==> src/rtl/serial_sub_pkg.sv <==
// rtl/serial_sub_pkg.sv - shared state encoding and default width for the bit-serial subtractor
package serial_sub_pkg;

   localparam int SERIAL_SUB_W = 8;

   typedef enum logic [1:0] {
      IDLE  = 2'd0,
      SHIFT = 2'd1,
      DONE  = 2'd2
   } state_e;

endpackage

==> src/rtl/full_sub.sv <==
// rtl/full_sub.sv - one-bit full subtractor cell: d = a - b - bi, bo = borrow out
module full_sub (
   input  logic a,
   input  logic b,
   input  logic bi,
   output logic d,
   output logic bo
);

   assign d  = a ^ b ^ bi;
   assign bo = (~a & b) | (~(a ^ b) & bi);

endmodule

==> src/rtl/serial_sub.sv <==
// rtl/serial_sub.sv - LSB-first bit-serial A - B - b_in through one full_sub cell
// Optional signed-overflow output ovf is built when SERIAL_SUB_OVF_EN is defined.
module serial_sub
   import serial_sub_pkg::*;
#(
   parameter int W = SERIAL_SUB_W
) (
   input  logic         clk,
   input  logic         rst_n,
   input  logic         start,
   input  logic [W-1:0] a,
   input  logic [W-1:0] b,
   input  logic         b_in,
   output logic         in_ready,
   output logic [W-1:0] diff,
   output logic         bor,
   output logic         out_valid,
   input  logic         out_ready
`ifdef SERIAL_SUB_OVF_EN
   ,
   output logic         ovf
`endif
);

   localparam int CW = $clog2(W);

   state_e         state_q, state_d;
   logic [CW-1:0]  cnt_q, cnt_d;
   logic [W-1:0]   a_sr_q, a_sr_d;
   logic [W-1:0]   b_sr_q, b_sr_d;
   logic [W-1:0]   diff_q, diff_d;
   logic           brw_q, brw_d;
   logic           bor_q, bor_d;
   logic           cell_d, cell_bo;
`ifdef SERIAL_SUB_OVF_EN
   logic           ovf_q, ovf_d;
`endif

   full_sub u_cell (
      .a  (a_sr_q[0]),
      .b  (b_sr_q[0]),
      .bi (brw_q),
      .d  (cell_d),
      .bo (cell_bo)
   );

   always_comb begin
      state_d = state_q;
      cnt_d   = cnt_q;
      a_sr_d  = a_sr_q;
      b_sr_d  = b_sr_q;
      diff_d  = diff_q;
      brw_d   = brw_q;
      bor_d   = bor_q;
`ifdef SERIAL_SUB_OVF_EN
      ovf_d   = ovf_q;
`endif
      case (state_q)
         IDLE: begin
            if (start) begin
               a_sr_d  = a;
               b_sr_d  = b;
               brw_d   = b_in;
               cnt_d   = '0;
               state_d = SHIFT;
`ifdef SERIAL_SUB_OVF_EN
               ovf_d   = 1'b0;
`endif
            end
         end
         SHIFT: begin
            a_sr_d = a_sr_q >> 1;
            b_sr_d = b_sr_q >> 1;
            diff_d = {cell_d, diff_q[W-1:1]};
            brw_d  = cell_bo;
            // Final bit: latch borrow-out; counter holds so it never wraps.
            if (cnt_q == CW'(W - 1)) begin
               bor_d   = cell_bo;
               state_d = DONE;
`ifdef SERIAL_SUB_OVF_EN
               ovf_d   = brw_q ^ cell_bo;
`endif
            end else begin
               cnt_d = cnt_q + CW'(1);
            end
         end
         DONE: begin
            if (out_ready) begin
               state_d = IDLE;
            end
         end
         default: state_d = IDLE;
      endcase
   end

   always_ff @(posedge clk or negedge rst_n) begin
      if (!rst_n) begin
         state_q <= IDLE;
         cnt_q   <= '0;
         a_sr_q  <= '0;
         b_sr_q  <= '0;
         diff_q  <= '0;
         brw_q   <= 1'b0;
         bor_q   <= 1'b0;
`ifdef SERIAL_SUB_OVF_EN
         ovf_q   <= 1'b0;
`endif
      end else begin
         state_q <= state_d;
         cnt_q   <= cnt_d;
         a_sr_q  <= a_sr_d;
         b_sr_q  <= b_sr_d;
         diff_q  <= diff_d;
         brw_q   <= brw_d;
         bor_q   <= bor_d;
`ifdef SERIAL_SUB_OVF_EN
         ovf_q   <= ovf_d;
`endif
      end
   end

   assign in_ready  = (state_q == IDLE);
   assign out_valid = (state_q == DONE);
   assign diff      = diff_q;
   assign bor       = bor_q;
`ifdef SERIAL_SUB_OVF_EN
   assign ovf       = ovf_q;
`endif

endmodule

==> config.mk <==
export PLATFORM = sky130hd
export DESIGN_NAME = serial_sub
export DESIGN_NICKNAME = d
export VERILOG_FILES = /design/src/rtl/serial_sub_pkg.sv /design/src/rtl/full_sub.sv /design/src/rtl/serial_sub.sv
export SDC_FILE = /design/constraint.sdc
export NUM_CORES = 1
export LEC_CHECK = 0
export BUFFER_PORTS_ARGS = -buffer_cell sky130_fd_sc_hd__buf_2
export CAP_MARGIN = 20
export CORE_UTILIZATION = 50
export CTS_CLUSTER_DIAMETER = 120
export DETAILED_ROUTE_END_ITERATION = 10
export PLACE_DENSITY_LB_ADDON = 0.2
export SYNTH_ARGS = -nofsm -noshare
export SYNTH_HDL_FRONTEND = slang
export SYNTH_HIERARCHICAL = 1
export SYNTH_SLANG_ARGS = --single-unit
==> constraint.sdc <==
create_clock -name clk -period 1.9 [get_ports clk]
set_input_delay 0.285 -clock clk [delete_from_list [all_inputs] [get_ports clk]]
set_output_delay 0.285 -clock clk [all_outputs]
set_load 0.05 [all_outputs]
==> flow_summary.toml, run 1 <==
[outcome]
status = "finished, violations left"
violations = "design-rule violations"

[layout]
seq_area_um2 = 777.0
finalNetCount = 187
multi_input_area_um2 = 650.6
n_antenna_cell = 0
fillers = 239
layout_commonest_cell = "buf_2"
fin_cells = 195
final_cell_mix = "31 x buf_2, 30 x dfrtp_1, 15 x inv_1"
area_delta_synth_final_pct = 15.36
fin_area_um2 = 1804
drive_gt1_share_pct = 36.59
postLayoutCoreUtil_pct = 63.25

[sta]
tns_ps = 0
max_freq_mhz = 554.3
hold_slack_ps = 174.5
min_period_over_period_pct = 94.95
slew-limit-headroom_pct = 53.95
worst_slack_ps = 95.97
fin_skew_ps = 12.52
worst_slew_pin_slew_ps = 690.8
drv_slew = 0
hold_viol = 0
rsz0062_at_grt = "false"
setup_violations = 0
period_needed_ps = 1804

[floorplan]
start_util_pct = 54.82
fp.dieH_um = 57.93
dieWidth_um = 57.93
die_area_um2 = 3356
top_level_ports = 32
fp-row-count = 19
core_area_um2 = 2853

[grt]
top_usage_layer = "met2"
grt_pass1_wl_um = 5057
grt_max_degree = 32
use_met3_pct = 6.027
grt_use_met2_pct = 32.02
grt_pass1_vias = 1097
overflow = 0
use_met1_pct = 26.39
antenna_found_initial = 0
grt_usage_pct = 20.47

[yosys]
ys_warn_count = 6
syn_nets = 156
synth.ff_latch_count = 31
syn-cell-area_um2 = 1564
avgSynthCellArea_um2 = 11.85
synth.distinct_cells = 29
synthCells = 132
yosysSeqAreaShare_pct = 49.60

[clock_network]
h-tree-depth = 2
clock-sinks = 31
max-clock-path-buffers = 2
cts_tree = "yes"
clkTransAtPathRegs_ps = 100
clk_latency_ps = 340
root_buffer = "clkbuf_4"
numCtsBuffers = 5
postCtsSetupBuffers = 0

[critical_path]
worstReg2RegEnd = "bor$_DFFE_PN0P_"
end_kind = "output pin"
r2r-start = "state_q[0]$_DFFE_PN0P_"
cp-startpoint = "state_q[0]$_DFFE_PN0P_"
rrSetupSlack_ps = 400
worstSetupStartpointType = "flip-flop"
critical_path_arrival_ps = 1520
crit_type = "flip-flop to output pin"
crit_path_max_fanout = 21
rr_worst_depth = 3
cp.required_ps = 1620
cp-endpoint = "out_valid"

[placed_design]
dp_cells = 186
hpwl_um = 2084
gp_congestion = 0.7606
dpl_cell_area_um2 = 1704
pre_cts_slack_ps = 321.4
port_buffers = 31

[pwr]
peakVddDrop_uv = 894.1
switching_power_mw = 1.332
seqPwrFrac_pct = 37.9
p_sw_share_pct = 41.25
power_frac_comb_pct = 45.3
clock_power_share_pct = 16.8
finalPower_mw = 3.229
p_int_mw = 1.897
power.leakage_nw = 0.8394
power_per_cell_area_nw_per_um2 = 1789

[drt]
drtIter0Drc = 18
vias = 1146
drt_first_pass_iters = 7
avgViaCountPerCell = 5.877
routedWlPerCell_um = 15.46
routed_wl_um = 3014
drtAntennaViolNets = 0
drc_errors = 1

[job]
cap_violations = 0

[worst_hold_path]
hp-class = "primary input to flip-flop"
state kept, by name, summed over array words and instances (netlist names):
name	count
a_sr_q	8
bor	1
state_q	2
cnt_q	3
brw_q	1
b_sr_q	8
diff	8
synth_stat cells:
cell type,instances,share of area [%]
o221a_2,7,5.0
clkbuf_1,2,0.48
o221ai_1,3,1.7
o21bai_2,1,0.72
and2_1,1,0.40
nor2_1,1,0.24
nand3_1,3,0.96
a32o_1,1,0.64
nor3b_1,9,4.3
fa_1,1,1.3
dfrtp_1,31,50
a21oi_1,1,0.32
buf_6,3,2.2
o21ba_2,1,0.64
inv_1,15,3.6
a211oi_1,8,3.8
or4b_1,7,4.5
ha_1,2,1.6
nand2b_1,5,2.0
buf_4,3,1.4
buf_2,4,1.3
nor4b_1,8,4.5
mux2_2,5,3.6
or2_2,1,0.40
a221o_1,1,0.64
nand3b_1,1,0.48
nand2_1,2,0.48
o21ai_0,1,0.32
mux2_1,4,2.9
repair_timing:
action	CTS	global route
gates resized for setup	0	2
hold buffers	1	0
endpoints found under the hold margin	25	0
setup endpoints to repair	0	1
worst max-delay path, cell delays in order, from the launching register on:
cell and delay (ps):
dfrtp_1 600, nand2b_1 260, inv_1 70, buf_2 250
logic make-up (layout without fill, tap and decap cells):
group           count (synthesis)  in the layout  share of synthesized area, %
compound gates                 24             24                         13.84
buf+inv                        27             59                         8.960
simple gates                   38             38                         18.24
fa+ha+maj                       3              3                         2.880
flops                          31             31                         49.60
mux                             9              9                         6.480
metal layers:
metal,vias to the layer above,wire [µm]
li1,551,-
met1,556,1358
met2,35,1451
met3,4,168
met4,0,35
met5,-,0
power by group through the flow:
stage	Combinational, mW	Clock, mW	Sequential [mW]
floorplan	0.937	0	1.48
global placement	1.42	0	1.22
detailed placement	1.47	0	1.24
CTS	1.48	0.554	1.23
global route	1.60	0.576	1.28
finish	1.46	0.543	1.22
worst min path at each step:
stage / startpoint / end / cells after the start
2_1_floorplan: rst_n / a_sr_q[0]$_DFFE_PN0P_ / 0
3_3_place_gp: rst_n / bor$_DFFE_PN0P_ / 1
3_5_place_dp: rst_n / diff[7]$_DFFE_PN0N_ / 1
4_1_cts: out_ready / state_q[1]$_DFFE_PN0P_ / 2
5_1_grt: out_ready / state_q[1]$_DFFE_PN0P_ / 2
6_report: out_ready / state_q[1]$_DFFE_PN0P_ / 2
final cells by class:
| type | instances | share of cell area (%) |
|---|---|---|
| clock buffers | 6 | 2.843 |
| clock inverters | 2 | 1.942 |
| inverters | 15 | 3.121 |
| multi-input cells | 74 | 36.06 |
| flip-flops and latches | 31 | 43.07 |
| well taps | 31 | 2.150 |
| repair buffers | 36 | 10.82 |
Note: power is estimated with default switching activity, not from simulation.
==> run 2: changes to the inputs <==
--- a/config.mk
+++ b/config.mk
@@ -7,10 +7,11 @@
 export LEC_CHECK = 0
 export BUFFER_PORTS_ARGS = -buffer_cell sky130_fd_sc_hd__buf_2
 export CAP_MARGIN = 20
+export CORE_MARGIN = 2
 export CORE_UTILIZATION = 50
 export CTS_CLUSTER_DIAMETER = 120
 export DETAILED_ROUTE_END_ITERATION = 10
-export PLACE_DENSITY_LB_ADDON = 0.2
+export PLACE_DENSITY_LB_ADDON = 0.1
 export SYNTH_ARGS = -nofsm -noshare
 export SYNTH_HDL_FRONTEND = slang
 export SYNTH_HIERARCHICAL = 1
==> flow_summary.toml, run 2 (synthesized netlist as in run 1, its figures left out) <==
[outcome]
status = "finished, final reports clean"

[critical_path]
worstReg2RegEnd = "diff[0]$_DFFE_PN0N_"
rr_worst_depth = 2
cp-endpoint = "out_valid"
crit_path_max_fanout = 29
r2r-start = "state_q[0]$_DFFE_PN0P_"
critical_path_arrival_ps = 1490
crit_type = "flip-flop to output pin"
end_kind = "output pin"
worstSetupStartpointType = "flip-flop"
cp-startpoint = "state_q[0]$_DFFE_PN0P_"
cp.required_ps = 1620
rrSetupSlack_ps = 400

[grt]
antenna_found_initial = 0
use_met1_pct = 23.90
grt_use_met2_pct = 28.57
use_met3_pct = 6.926
grt_pass1_vias = 1055
grt_usage_pct = 18.70
top_usage_layer = "met2"
grt_pass1_wl_um = 4830
overflow = 0
grt_max_degree = 32

[clock_network]
clk_latency_ps = 330
clock-sinks = 31
cts_tree = "yes"
clkTransAtPathRegs_ps = 90
h-tree-depth = 2
postCtsSetupBuffers = 0
max-clock-path-buffers = 2
root_buffer = "clkbuf_4"
numCtsBuffers = 5

[layout]
finalNetCount = 186
fin_cells = 196
final_cell_mix = "31 x dfrtp_1, 30 x buf_2, 15 x inv_1"
fillers = 282
seq_area_um2 = 775.7
layout_commonest_cell = "dfrtp_1"
multi_input_area_um2 = 648.1
fin_area_um2 = 1774
n_antenna_cell = 0
postLayoutCoreUtil_pct = 59.08
drive_gt1_share_pct = 33.74
area_delta_synth_final_pct = 13.44

[drt]
vias = 1115
routed_wl_um = 2909
routedWlPerCell_um = 14.84
drtAntennaViolNets = 0
drt_first_pass_iters = 4
drtIter0Drc = 44
drc_errors = 0
avgViaCountPerCell = 5.689

[sta]
fin_skew_ps = 8.677
period_needed_ps = 1779
setup_violations = 0
slew-limit-headroom_pct = 54.89
rsz0062_at_grt = "false"
hold_viol = 0
tns_ps = 0
drv_slew = 0
max_freq_mhz = 562.2
min_period_over_period_pct = 93.62
worst_slew_pin_slew_ps = 676.6

[floorplan]
dieWidth_um = 59.93
core_area_um2 = 3003
fp-row-count = 20
top_level_ports = 32
start_util_pct = 52.08
fp.dieH_um = 59.93
die_area_um2 = 3592

[pwr]
finalPower_mw = 3.050
power.leakage_nw = 0.8235
switching_power_mw = 1.314
p_int_mw = 1.737
peakVddDrop_uv = 561.4
power_per_cell_area_nw_per_um2 = 1719
p_sw_share_pct = 43.06
power_frac_comb_pct = 49.5
seqPwrFrac_pct = 38.9
clock_power_share_pct = 11.6

[placed_design]
dpl_cell_area_um2 = 1712
hpwl_um = 2063
port_buffers = 31
dp_cells = 187
gp_congestion = 0.7020

[job]
cap_violations = 0

[worst_hold_path]
hp-class = "primary input to flip-flop"
hold_start = "out_ready"
hold_depth = 2
-- run 2: worst min-delay path by stage --
stage / end
after floorplan: a_sr_q[0]$_DFFE_PN0P_
after global placement: diff[2]$_DFFE_PN0N_
after detailed placement: diff[2]$_DFFE_PN0N_
after CTS: state_q[1]$_DFFE_PN0P_
after global routing: state_q[1]$_DFFE_PN0P_
final: state_q[1]$_DFFE_PN0P_
-- run 2: area by class of cell --
class	instances	area share (%)
clock buffer	7	2.539
clock inverter	1	0.2821
inverter	15	3.173
multi-input combinational	74	36.53
sequential	31	43.72
tap	33	2.327
timing repair buffer	35	11.42
-- run 2: timing repair --
action                                  CTS  global route
hold endpoints to repair                  8             0
endpoints found under the setup margin    0             1
resized for setup                         0             1
hold buffers                              1             0
-- run 2: power groups by stage --
stage / registers (mW) / clock network [mW] / logic [mW]
floorplan: 1.48 / 0 / 0.937
global placement: 1.19 / 0 / 1.46
detailed placement: 1.21 / 0 / 1.52
CTS: 1.19 / 0.373 / 1.53
global route: 1.23 / 0.394 / 1.66
finish: 1.19 / 0.353 / 1.51
-- run 2: per-layer routing --
layer	part of all wire (%)	up-vias
li1	-	543
met1	46	544
met2	47	23
met3	5.3	5
met4	1.5	0
met5	0	-
-- run 2: per-stage QoR --
stage          setup WS [ps]  hold WS [ps]
2_1_floorplan          181.2        -10.59
3_3_place_gp           449.5         359.5
3_5_place_dp           401.8         367.2
4_1_cts                88.58         131.7
5_1_grt                16.99         130.1
6_report               121.3         144.0
-- run 2: critical path, cell delays in order, from the launching register on --
cell	delay, ps
dfrtp_1	490
buf_12	210
nand2b_1	160
inv_1	50
buf_2	250
==> run 3: changes to the inputs <==
--- a/config.mk
+++ b/config.mk
@@ -5,6 +5,7 @@
 export SDC_FILE = /design/constraint.sdc
 export NUM_CORES = 1
 export LEC_CHECK = 0
+export ABC_AREA = 1
 export BUFFER_PORTS_ARGS = -buffer_cell sky130_fd_sc_hd__buf_2
 export CAP_MARGIN = 20
 export CORE_MARGIN = 2
==> flow_summary.toml, run 3 <==
[outcome]
status = "finished, violations left"
violations = "negative hold slack"

[drt]
vias = 1240
drt_first_pass_iters = 4
drc_errors = 0
routedWlPerCell_um = 11.73
drtAntennaViolNets = 0
drtIter0Drc = 46
routed_wl_um = 2990
avgViaCountPerCell = 4.863

[yosys]
yosys.area.top_type = "dfrtp_1"
ys_warn_count = 6
netlist_top_cells_count = "104 x nand2_1, 31 x dfrtp_1, 19 x nand3_1"
synth_top_area_share_pct = 52.10
avgSynthCellArea_um2 = 7.795
synth-edff-count = 0
syn-cell-area_um2 = 1489
syn_nets = 215
synth.distinct_cells = 16
synth.most_common_cell = "nand2_1"
yosysSeqAreaShare_pct = 52.10
synthTopCellsByArea = "dfrtp_1 52%, nand2_1 26%, nand3_1 6.4%, inv_1 2.3%, o21ai_0 2.0%"
synthCells = 191
async_flop_share_pct = 100.0
synth.ff_latch_count = 31
yosys_most_used_dff = "dfrtp_1"

[critical_path]
rr_worst_depth = 4
r2r-start = "state_q[0]$_DFFE_PN0P_"
crit_type = "flip-flop to output pin"
cp.required_ps = 1620
cp-startpoint = "state_q[0]$_DFFE_PN0P_"
end_kind = "output pin"
rrSetupSlack_ps = 330
worstSetupStartpointType = "flip-flop"
worstReg2RegEnd = "cnt_q[1]$_DFFE_PN0P_"
crit_path_max_fanout = 14
critical_path_arrival_ps = 1450

[layout]
n_antenna_cell = 0
layout_commonest_cell = "nand2_1"
area_delta_synth_final_pct = 15.04
final_cell_mix = "104 x nand2_1, 31 x dfrtp_1, 31 x buf_2"
drive_gt1_share_pct = 20.98
finalNetCount = 247
multi_input_area_um2 = 614.3
fillers = 273
seq_area_um2 = 775.7

[sta]
hold_viol = 6
setup_violations = 0
drv_slew = 0
max_freq_mhz = 575.9
rsz0062_at_grt = "false"
period_needed_ps = 1736
tns_ps = 0
min_period_over_period_pct = 91.39
fin_skew_ps = 6.332
slew-limit-headroom_pct = 52.60
worst_slew_pin_slew_ps = 711.1
hold_slack_ps = -4.169
worst_slack_ps = 163.6

[clock_network]
cts_hold_buf = 0
clkTransAtPathRegs_ps = 100
postCtsSetupBuffers = 0
max-clock-path-buffers = 2
clk_latency_ps = 330
numCtsBuffers = 5
cts_resized = 0
cts_tree = "yes"
h-tree-depth = 2
clock-sinks = 31
root_buffer = "clkbuf_4"

[floorplan]
core_area_um2 = 2781
dieWidth_um = 58.57
fp.dieH_um = 58.57
die_area_um2 = 3430
fp-row-count = 19
top_level_ports = 32
start_util_pct = 53.53

[pwr]
peakVddDrop_uv = 1250
clock_power_share_pct = 14.4
p_int_mw = 1.601
power.leakage_nw = 1.011
power_per_cell_area_nw_per_um2 = 1784
power_frac_comb_pct = 47.9
seqPwrFrac_pct = 37.7
switching_power_mw = 1.455
p_sw_share_pct = 47.61

[grt]
grt_usage_pct = 20.65
grt_pass1_vias = 1253
grt_max_degree = 32
overflow = 0
grt_pass1_wl_um = 5333
antenna_found_initial = 0

[placed_design]
pre_cts_slack_ps = 364.6
port_buffers = 31
hpwl_um = 2063
gp_congestion = 0.7695

[job]
cap_violations = 0

[worst_hold_path]
hp-class = "primary input to async pin"
run 3: cell count changes after synthesis, sizes merged, moves of 5 or more:
| cell | previous run | this run |
|---|---|---|
| nand2b | 5 | 0 |
| o221a | 7 | 0 |
| nand2 | 2 | 106 |
| or4b | 7 | 0 |
| mux2 | 9 | 0 |
| nor3b | 9 | 0 |
| nand3 | 3 | 19 |
| nor4b | 8 | 0 |
| o21ai | 1 | 7 |
| a211oi | 8 | 0 |
run 3: layout make-up:
type / count / share of cell area, %
inverters: 12 / 2.630
multi-input cells: 140 / 35.87
repair buffers: 33 / 9.934
clock buffers: 8 / 4.018
flip-flops and latches: 31 / 45.29
well taps: 31 / 2.264
run 3: power groups by stage:
| stage | clock (mW) | combinational, mW | sequential (mW) |
|---|---|---|---|
| after floorplan | 0 | 0.963 | 1.37 |
| after CTS | 0.455 | 1.48 | 1.15 |
| final | 0.440 | 1.46 | 1.15 |
| after global placement | 0 | 1.44 | 1.15 |
| after detailed placement | 0 | 1.48 | 1.16 |
| after global routing | 0.464 | 1.70 | 1.19 |
run 3: worst max-delay path, stage by stage (launching register included):
cell	delay, ps
dfrtp_1	580
nor2_1	240
buf_2	300
run 3: per-layer routing:
metal	up-vias	wire [µm]	global-route usage (%)
met5	-	0	0
met4	0	70	11.69
met3	7	175	4.176
li1	648	-	-
met1	554	1393	27.21
met2	31	1351	31.94
run 3: per-stage QoR:
| stage | utilization [%] | total power [mW] | instance area [µm²] | std cells |
|---|---|---|---|---|
| 6_report | 61.58 | 3.056 | 1713 | 255 |
| 5_1_grt | 61.58 | 3.349 | 1713 | 255 |
| 4_1_cts | 61.58 | 3.087 | 1713 | 255 |
| 3_5_place_dp | 59.11 | 2.640 | 1644 | 247 |
| 3_3_place_gp | 59.11 | 2.590 | 1644 | 247 |
| 2_1_floorplan | - | 2.336 | 1489 | 191 |
run 3: worst max-delay path by stage:
stage                           endpoint  cells past startpoint  slack (ps)
floorplan           cnt_q[0]$_DFFE_PN0P_                      5         100
global placement    cnt_q[0]$_DFFE_PN0P_                      4         420
detailed placement  cnt_q[1]$_DFFE_PN0P_                      4         360
CTS                             in_ready                      2         150
global route                    in_ready                      2          70
finish                          in_ready                      2         160
run 3: cell families (layout without fill, tap and decap cells):
logic type                 count (synthesis)  count (layout)  share of synthesized area, %
AOI/OAI and AO/OA                          8               8                         3.614
buffers and inverters                     20              53                         6.638
adders and majority gates                  3               3                         3.025
DFF                                       31              31                         52.10
and+or+nand+nor                          129             129                         34.62
